**src/rtl/approx_eval_pkg.sv**
```systemverilog
// Shared types and helpers for the approximate-multiplier error evaluation harnesses.
// Holds the FSM state encoding, statistic width margins and the absolute-difference helper.
package approx_eval_pkg;

  typedef enum logic [1:0] {
    IDLE  = 2'd0,
    SWEEP = 2'd1,
    DRAIN = 2'd2,
    DONE  = 2'd3
  } eval_state_t;

  // Extra bits on top of the operand widths so error and sum registers never wrap.
  localparam int ERR_EXTRA_W = 1;
  localparam int SUM_EXTRA_W = 1;

  function automatic int err_width(input int out_w);
    return out_w + ERR_EXTRA_W;
  endfunction

  function automatic int sum_width(input int in_w, input int out_w);
    return in_w + out_w + SUM_EXTRA_W;
  endfunction

  function automatic logic [31:0] abs_diff(input logic [31:0] a, input logic [31:0] b);
    return (a >= b) ? (a - b) : (b - a);
  endfunction

endpackage

```
**src/rtl/exact_mul_ref.sv**
```systemverilog
// Combinational unsigned A*B reference multiplier shared by the evaluation harnesses.
// The product is full width, so it never truncates.
module exact_mul_ref #(
  parameter int A_W = 2
) (
  input  logic [A_W-1:0]   a,
  input  logic [A_W-1:0]   b,
  output logic [2*A_W-1:0] product
);

  assign product = (2*A_W)'(a) * (2*A_W)'(b);

endmodule

```
**src/rtl/approx_mul_err_monitor.sv**
```systemverilog
// Sweeps every input vector through an approximate multiplier netlist and accumulates
// max/sum/violation error statistics against the exact product.
module approx_mul_err_monitor
  import approx_eval_pkg::*;
#(
  parameter int IN_W    = 4,
  parameter int OUT_W   = 4,
  parameter int ET      = 5,
  parameter int DUT_LAT = 0
) (
  input  logic                  clk,
  input  logic                  rst,
  input  logic                  start,
  output logic [IN_W-1:0]       cand_in,
  input  logic [OUT_W-1:0]      cand_out,
  output logic                  busy,
  output logic                  done,
  output logic                  pass,
  output logic [OUT_W:0]        max_err,
  output logic [IN_W-1:0]       worst_vec,
  output logic [IN_W+OUT_W:0]   sum_err,
  output logic [IN_W:0]         viol_cnt
);

  localparam int A_W   = IN_W / 2;
  localparam int ERR_W = err_width(OUT_W);
  localparam int SUM_W = sum_width(IN_W, OUT_W);
  localparam int CNT_W = IN_W + 1;

  localparam logic [IN_W-1:0]  LAST_VEC = '1;
  localparam logic [ERR_W-1:0] ET_V     = ERR_W'(ET);

  eval_state_t state, next_state;

  logic             start_ok;
  logic             drv_valid;
  logic             tail_valid;
  logic [IN_W-1:0]  tail_vec;
  logic             line0_last;

  logic             cap_valid;
  logic [IN_W-1:0]  cap_vec;
  logic [OUT_W-1:0] cap_out;
  logic [IN_W-1:0]  exact;
  logic [ERR_W-1:0] err;
  logic             final_cmp;

  logic [ERR_W-1:0] max_next;
  logic [IN_W-1:0]  worst_next;
  logic [SUM_W-1:0] sum_next;
  logic [CNT_W-1:0] viol_next;

  assign start_ok = start && ((state == IDLE) || (state == DONE));

  // Delay line matches the netlist latency so each capture pairs a vector with its own result.
  if (DUT_LAT == 0) begin : g_no_line
    assign tail_valid = drv_valid;
    assign tail_vec   = cand_in;
    assign line0_last = 1'b0;
  end else begin : g_line
    logic [DUT_LAT-1:0] dl_valid;
    logic [IN_W-1:0]    dl_vec [DUT_LAT];

    always_ff @(posedge clk) begin
      if (rst || start_ok) begin
        dl_valid <= '0;
        for (int k = 0; k < DUT_LAT; k++) dl_vec[k] <= '0;
      end else begin
        dl_valid[0] <= drv_valid;
        dl_vec[0]   <= cand_in;
        for (int k = 1; k < DUT_LAT; k++) begin
          dl_valid[k] <= dl_valid[k-1];
          dl_vec[k]   <= dl_vec[k-1];
        end
      end
    end

    assign tail_valid = dl_valid[DUT_LAT-1];
    assign tail_vec   = dl_vec[DUT_LAT-1];
    assign line0_last = dl_valid[0] && (dl_vec[0] == LAST_VEC);
  end

  exact_mul_ref #(.A_W(A_W)) u_exact (
    .a       (cap_vec[A_W-1:0]),
    .b       (cap_vec[IN_W-1:A_W]),
    .product (exact)
  );

  assign err       = ERR_W'(abs_diff(32'(exact), 32'(cap_out)));
  assign final_cmp = cap_valid && (cap_vec == LAST_VEC);

  always_ff @(posedge clk) begin
    if (rst) state <= IDLE;
    else     state <= next_state;
  end

  // DRAIN covers the netlist latency after the last vector has left the driver.
  always_comb begin
    next_state = state;
    unique case (state)
      IDLE:    if (start) next_state = SWEEP;
      SWEEP:   if (final_cmp) next_state = DONE;
               else if (line0_last) next_state = DRAIN;
      DRAIN:   if (final_cmp) next_state = DONE;
      DONE:    if (start) next_state = SWEEP;
      default: next_state = IDLE;
    endcase
  end

  // Strict max update keeps the lowest vector on ties.
  always_comb begin
    max_next   = max_err;
    worst_next = worst_vec;
    sum_next   = sum_err;
    viol_next  = viol_cnt;
    if (cap_valid) begin
      sum_next = sum_err + SUM_W'(err);
      if (err > max_err) begin
        max_next   = err;
        worst_next = cap_vec;
      end
      if (err > ET_V) viol_next = viol_cnt + 1'b1;
    end
  end

  always_ff @(posedge clk) begin
    if (rst) begin
      cand_in   <= '0;
      drv_valid <= 1'b0;
      cap_valid <= 1'b0;
      cap_vec   <= '0;
      cap_out   <= '0;
      busy      <= 1'b0;
      done      <= 1'b0;
      pass      <= 1'b0;
      max_err   <= '0;
      worst_vec <= '0;
      sum_err   <= '0;
      viol_cnt  <= '0;
    end else begin
      busy <= (next_state == SWEEP) || (next_state == DRAIN);
      done <= (next_state == DONE);
      pass <= (next_state == DONE) && (max_next <= ET_V);
      if (start_ok) begin
        cand_in   <= '0;
        drv_valid <= 1'b1;
        cap_valid <= 1'b0;
        cap_vec   <= '0;
        cap_out   <= '0;
        max_err   <= '0;
        worst_vec <= '0;
        sum_err   <= '0;
        viol_cnt  <= '0;
      end else begin
        if (drv_valid) begin
          if (cand_in == LAST_VEC) drv_valid <= 1'b0;
          else                     cand_in   <= cand_in + 1'b1;
        end
        cap_valid <= tail_valid;
        cap_vec   <= tail_vec;
        cap_out   <= cand_out;
        max_err   <= max_next;
        worst_vec <= worst_next;
        sum_err   <= sum_next;
        viol_cnt  <= viol_next;
      end
    end
  end

endmodule

```
**config.mk**
```make
export PLATFORM = sky130hd
export DESIGN_NAME = approx_mul_err_monitor
export DESIGN_NICKNAME = d
export VERILOG_FILES = /design/src/rtl/approx_eval_pkg.sv /design/src/rtl/exact_mul_ref.sv /design/src/rtl/approx_mul_err_monitor.sv
export SDC_FILE = /design/constraint.sdc
export NUM_CORES = 1
export LEC_CHECK = 0
export ABC_AREA = 1
export CAP_MARGIN = 30
export CORE_UTILIZATION = 54
export DETAILED_ROUTE_END_ITERATION = 6
export PLACE_DENSITY = 0.8
export SLEW_MARGIN = 20
export SYNTH_ARGS = -nofsm -noshare
export SYNTH_HDL_FRONTEND = slang
export SYNTH_SLANG_ARGS = --single-unit
```
**constraint.sdc**
```tcl
create_clock -name clk -period 4 [get_ports clk]
set_clock_uncertainty 0.1 [all_clocks]
set_input_delay 0.4 -clock clk [delete_from_list [all_inputs] [get_ports clk]]
set_output_delay 0.4 -clock clk [all_outputs]
set_load 0.005 [all_outputs]
```
**Word level (Yosys, flattened, before mapping)**

Cells that the tools add are included.

- Multipliers: 1
- Add/subtract/negate cells: 5
- Bitwise gates (word level): 1
- $lt $le $gt $ge: 4
- Reductions and logical operators: 12
- Multiplexer cells: 9
- Equality and inequality tests: 8

Operator list:

| cell | number |
|---|---|
| $mux W5 | 3 |
| $sub A4 B4 Y5 | 2 |
| $add A9 B5 Y9 | 1 |
| $eq A2 B2 Y1 const B | 4 |
| $eq A4 B4 Y1 const B | 2 |
| $reduce_and A2 Y1 | 3 |
| $reduce_or A2 Y1 | 3 |
| $add A5 B1 Y5 const B | 1 |
| $gt A5 B3 Y1 const B | 1 |
| $gt A5 B5 Y1 | 1 |
| $le A5 B3 Y1 const B | 1 |
| $add A4 B1 Y4 const B | 1 |
| $eq A2 B1 Y1 const B | 2 |
| $ge A4 B4 Y1 | 1 |
| $mul A2 B2 Y4 | 1 |
| $mux W2 | 2 |
| $pmux W2 S2 | 1 |
| $logic_and A1 B1 Y1 | 3 |
| $mux W1 | 3 |
| $logic_not A2 Y1 | 1 |
| $logic_or A1 B1 Y1 | 2 |
| $not A1 Y1 | 1 |

- Bits in registers: 42
- Input port bits: 7

**Longest topological paths before layout**

- Depth in word-level cells: 8
- Depth in mapped cells: 28

**Hierarchy**

Synthesis repeated with hierarchy kept, for this count alone.

- Cells, all modules: 312
- Area, all modules: 2377.3 um^2

By module, submodules not included:

| module | cells each | sequential area each (um^2) | instances | area each (um^2) |
|---|---|---|---|---|
| approx_mul_err_monitor | 302 | 840.8 | 1 | 2322.2 |
| exact_mul_ref | 10 | 0.0 | 1 | 55.1 |

**Least setup slack after synthesis**

Ideal clock, no wire load.

- Kind: reg2reg
- Start point: reg cap_vec[3]
- End point: reg pass
- Stages on the path, launching flop included: 25
- Buffers on the path: 1
- Required time: 3.789 ns
- Path slack: 0.641 ns
- Setup time: 0.111 ns
- Clock period less this slack: 3.359 ns
- Arrival: 3.148 ns
- Cell sequence: dfxtp_1 > nand2_1 > inv_1 > ha_1 > ha_1 > ha_1 > buf_6 > a21oi_4 > nand2_2 > nand2_4 > nand2_4 > o21ai_2 > inv_1 > ha_1 > nand2_1 > nor2_1 > nand2_1 > o211ai_1 > nand3_2 > clkinv_1 > nand2_1 > o21ai_0 > inv_1 > nor2_1 > nor2_1

- Longest elaborated chain between the ends: 8
- Elaborated cells between the ends (all ways): 15

RTL lines:

| what | line | RTL |
|---|---|---|
| start: declaration | approx_mul_err_monitor.sv:42 | `logic [IN_W-1:0] cap_vec;` |
| start signal: assignment | approx_mul_err_monitor.sv:160 | `cap_vec <= tail_vec;` |
| $mul A2 B2 Y4 | exact_mul_ref.sv:11 | `assign product = (2*A_W)'(a) * (2*A_W)'(b);` |
| $sub A4 B4 Y5 / $ge A4 B4 Y1 (equally long branches) | approx_eval_pkg.sv:25 | `return (a >= b) ? (a - b) : (b - a);` |
| $mux W5 | approx_eval_pkg.sv:25 |  |
| $gt A5 B5 Y1 | approx_mul_err_monitor.sv:118 | `if (err > max_err) begin` |
| $mux W5 | approx_mul_err_monitor.sv:118 |  |
| $mux W5 | approx_mul_err_monitor.sv:116 | `if (cap_valid) begin` |
| $le A5 B3 Y1 | approx_mul_err_monitor.sv:143 | `pass <= (next_state == DONE) && (max_next <= ET_V);` |
| $logic_and A1 B1 Y1 * | approx_mul_err_monitor.sv:143 |  |
| end signal: assignment | approx_mul_err_monitor.sv:143 |  |
| end: declaration | approx_mul_err_monitor.sv:18 | `output logic pass,` |

Mark *: on every way between the ends. The rest lies on a longest branch, timed or not.
A chain may end at the register's enable or synchronous reset.

**Final worst setup path**

- Start point: reg cap_vec[1]
- End point: reg pass

Same word-level chain as after synthesis.

==> results_dict.tcl <==
set metrics [dict create \
    r2r-start "cap_vec[1]$_SDFF_PP0_" \
    rr_worst_depth 26 \
    pin_count 37 \
    final-setup-viol-count 0 \
    leakage_nw 1.29 \
    p_clk_share_pct 31.9 \
    layout_setup_ws_ns 0.321 \
    total_power_w 0.000867 \
    port-buffer-count 36 \
    cts_root_buf "clkbuf_8" \
    arrival_ns 3.78 \
    p_sw_w 0.000254 \
    ys_seq_area_share_pct 35.3 \
    htreeDepth 2 \
    cp_max_fo 7 \
    switching_share_pct 29.3 \
    std_cell_rows 23 \
    antenna_found_initial 0 \
    dpl.hpwl_um 3600 \
    vias_per_cell 4.99 \
    synth_edf_count 0 \
    critPathLaunchType "flop" \
    fmax_mhz 272 \
    nets 386 \
    grt_max_degree 23 \
    hold_depth 2 \
    period_minus_slack_ns 3.68 \
    syn_inst 311 \
    drt-initial-drc-count 112 \
    rrSetupSlack_ns 0.32 \
    hp-class "flop to flop" \
    cp.required_ns 4.10 \
    die_area_um2 4690 \
    fin_area_um2 2900 \
    ant_nets 0 \
    core_um2 4120 \
    status "completed" \
    yosys_warnings 0 \
    area_growth_pct 21.7 \
    maxCapViolations 0 \
    netlist_area_um2 2380 \
    yosys_most_used_dff "dfxtp_1" \
    drt_wl_total_um 4780 \
    clkTransAtPathRegs_ns 0.08 \
    final_hold_viol_count 0 \
    grt_pass1_wl_um 7600 \
    critPathCaptureType "flop" \
    p_comb_share_pct 18.0 \
    tightest_slew_ns 0.771 \
    clock_path_buffers 2 \
    die_h_um 68.5 \
    cts_inserted_buffers 5 \
    drc 0 \
    peakVddDrop_mv 0.245 \
    slew_headroom_pct 48.4 \
    grtUsageTotal_pct 22.3 \
    die_x_um 68.5 \
    regArea_um2 841 \
    vias 2017 \
    wl_per_cell_um 11.8 \
    crit_type "flop to flop" \
    min_to "cap_valid$_SDFF_PP0_" \
    ys_ff_latch 42 \
    whs_ns 0.359 \
    cts_sinks 42 \
    syn_avg_cell_area_um2 7.67 \
    period_share_pct 92.0 \
    async_flop_share_pct 0 \
    drive_gt1_share_pct 11.3 \
    n_antenna_cell 0 \
    p_int_w 0.000613 \
    fillCellCount 331 \
    synth_nets 344 \
    final_core_util_pct 70.5 \
    grt-ovfl-total 0 \
    drt_pass1_iterations 4 \
    r2r-end "pass$_SDFF_PP0_" \
    synth.distinct_cells 31 \
    slew_viol_final 0 \
    power-per-cell-area_nw_per_um2 299 \
    min_from "drv_valid$_SDFF_PP0_" \
    insertion_delay_ns 0.30 \
    place_area_um2 2770 \
    multiInputGateArea_um2 1300 \
    gp_congestion 0.828 \
    seqPwrFrac_pct 50.1 \
    tritoncts "done" \
    start_util_pct 58.0 \
    dpl_worst_slack_ns 0.218 \
    grt_pass1_vias 1839 \
]
[area by class of cell]
| type | count | area share (%) |
|---|---|---|
| flip-flops and latches | 42 | 29.0 |
| well taps | 50 | 2.16 |
| clock inverters | 3 | 0.647 |
| repair buffers | 41 | 13.7 |
| clock buffers | 5 | 2.37 |
| inverters | 55 | 7.24 |
| multi-input cells | 208 | 44.9 |
[synth_stat cells (5+ instances only)]
cell type | instances | area (um2)
a21oi_1 | 23 | 115
inv_1 | 53 | 199
ha_1 | 23 | 288
dfxtp_1 | 42 | 841
xnor2_1 | 5 | 43.8
o21ai_0 | 16 | 80.1
nand2_2 | 11 | 68.8
nand2_1 | 55 | 206
nand3_1 | 12 | 60.1
nor2_1 | 31 | 116
[stage by stage]
stage	setup TNS, ns	instances
finish	0	404
global placement	0	393
floorplan	0	311
detailed placement	0	393
global route	-0.0207	404
CTS	0	401
[state kept, by name, indices dropped and copies added (netlist names), 2 cells and up]
register,cells
cand_in,4
cap_out,4
cap_vec,4
max_err,5
state,2
sum_err,9
viol_cnt,5
worst_vec,4
[logic make-up after synthesis]
kind of cell / after synthesis / share of synthesized area, %
AOI/OAI and AO/OA: 52 / 12.7
adders and majority gates: 26 / 14.6
and+or+nand+nor: 121 / 23.3
DFF: 42 / 35.3
buffers and inverters: 61 / 10.8
xor gates and xnor gates: 9 / 3.31
[how the worst max path moves through the flow]
| stage | start | endpoint | slack, ns | cells after the start |
|---|---|---|---|---|
| after global placement | cap_vec[3]$_SDFF_PP0_ | pass$_SDFF_PP0_ | 0.42 | 25 |
| after global routing | cap_vec[1]$_SDFF_PP0_ | pass$_SDFF_PP0_ | -0.02 | 26 |
| after CTS | cap_vec[1]$_SDFF_PP0_ | pass$_SDFF_PP0_ | 0.18 | 25 |
| after detailed placement | cap_vec[1]$_SDFF_PP0_ | pass$_SDFF_PP0_ | 0.22 | 25 |
| after floorplan | cap_vec[3]$_SDFF_PP0_ | pass$_SDFF_PP0_ | 0.64 | 24 |
| final | cap_vec[1]$_SDFF_PP0_ | pass$_SDFF_PP0_ | 0.32 | 26 |
[power by group through the flow]
stage | clock [W] | combinational, W | sequential (W)
global placement | 0 | 0.000147 | 0.000444
finish | 0.000276 | 0.000156 | 0.000435
floorplan | 0 | 0.000114 | 0.000443
global route | 0.000297 | 0.000178 | 0.000436
CTS | 0.000284 | 0.000153 | 0.000435
detailed placement | 0 | 0.000152 | 0.000444
[worst max-delay path, stage by stage (launching register included)]
cell and delay, ns:
dfxtp_1 0.34, nand2_1 0.10, inv_1 0.05, ha_1 0.17, ha_1 0.32, ha_4 0.35
nand2_4 0.07, inv_2 0.05, nand2_2 0.04, nand2_2 0.06, nand2_4 0.06, nand2_4 0.09
nand2_1 0.07, o21ai_2 0.12, inv_1 0.11, ha_1 0.30, nand2_1 0.09, nor2_1 0.06
nand2_1 0.05, o211ai_1 0.12, nand3_2 0.17, clkinvlp_4 0.17, buf_4 0.16, o21ai_0 0.13
inv_1 0.07, nor2_1 0.09, nor2_1 0.05
[metal layers]
metal,routed length (um),share of wire (%),global-route usage [%],vias up
li1,-,-,-,1061
met5,0,0,0,-
met4,86,1.8,9.90,0
met2,2290,48,38.6,55
met1,2160,45,25.6,892
met3,248,5.2,5.83,9
[timing repair]
item	CTS	global route
endpoints found under the hold margin	0	0
endpoints found under the setup margin	0	4
gates resized for setup	0	4
setup buffers	0	3
hold buffers	0	0
[cells in the final DEF (no fill, tap or decap), drive strengths merged]
cell	count
a21oi	28
inv	55
dfxtp	42
o211ai	3
a211oi	1
nor3	4
o21bai	1
clkinv	2
xnor2	5
clkbuf	5
buf	5
clkdlybuf4s50	36
nand3	14
nand2	70
fa	3
xor2	4
clkinvlp	1
o21ai	18
and2	2
ha	23
nor2	31
a31oi	1
Power figures use the tool's default switching activity.
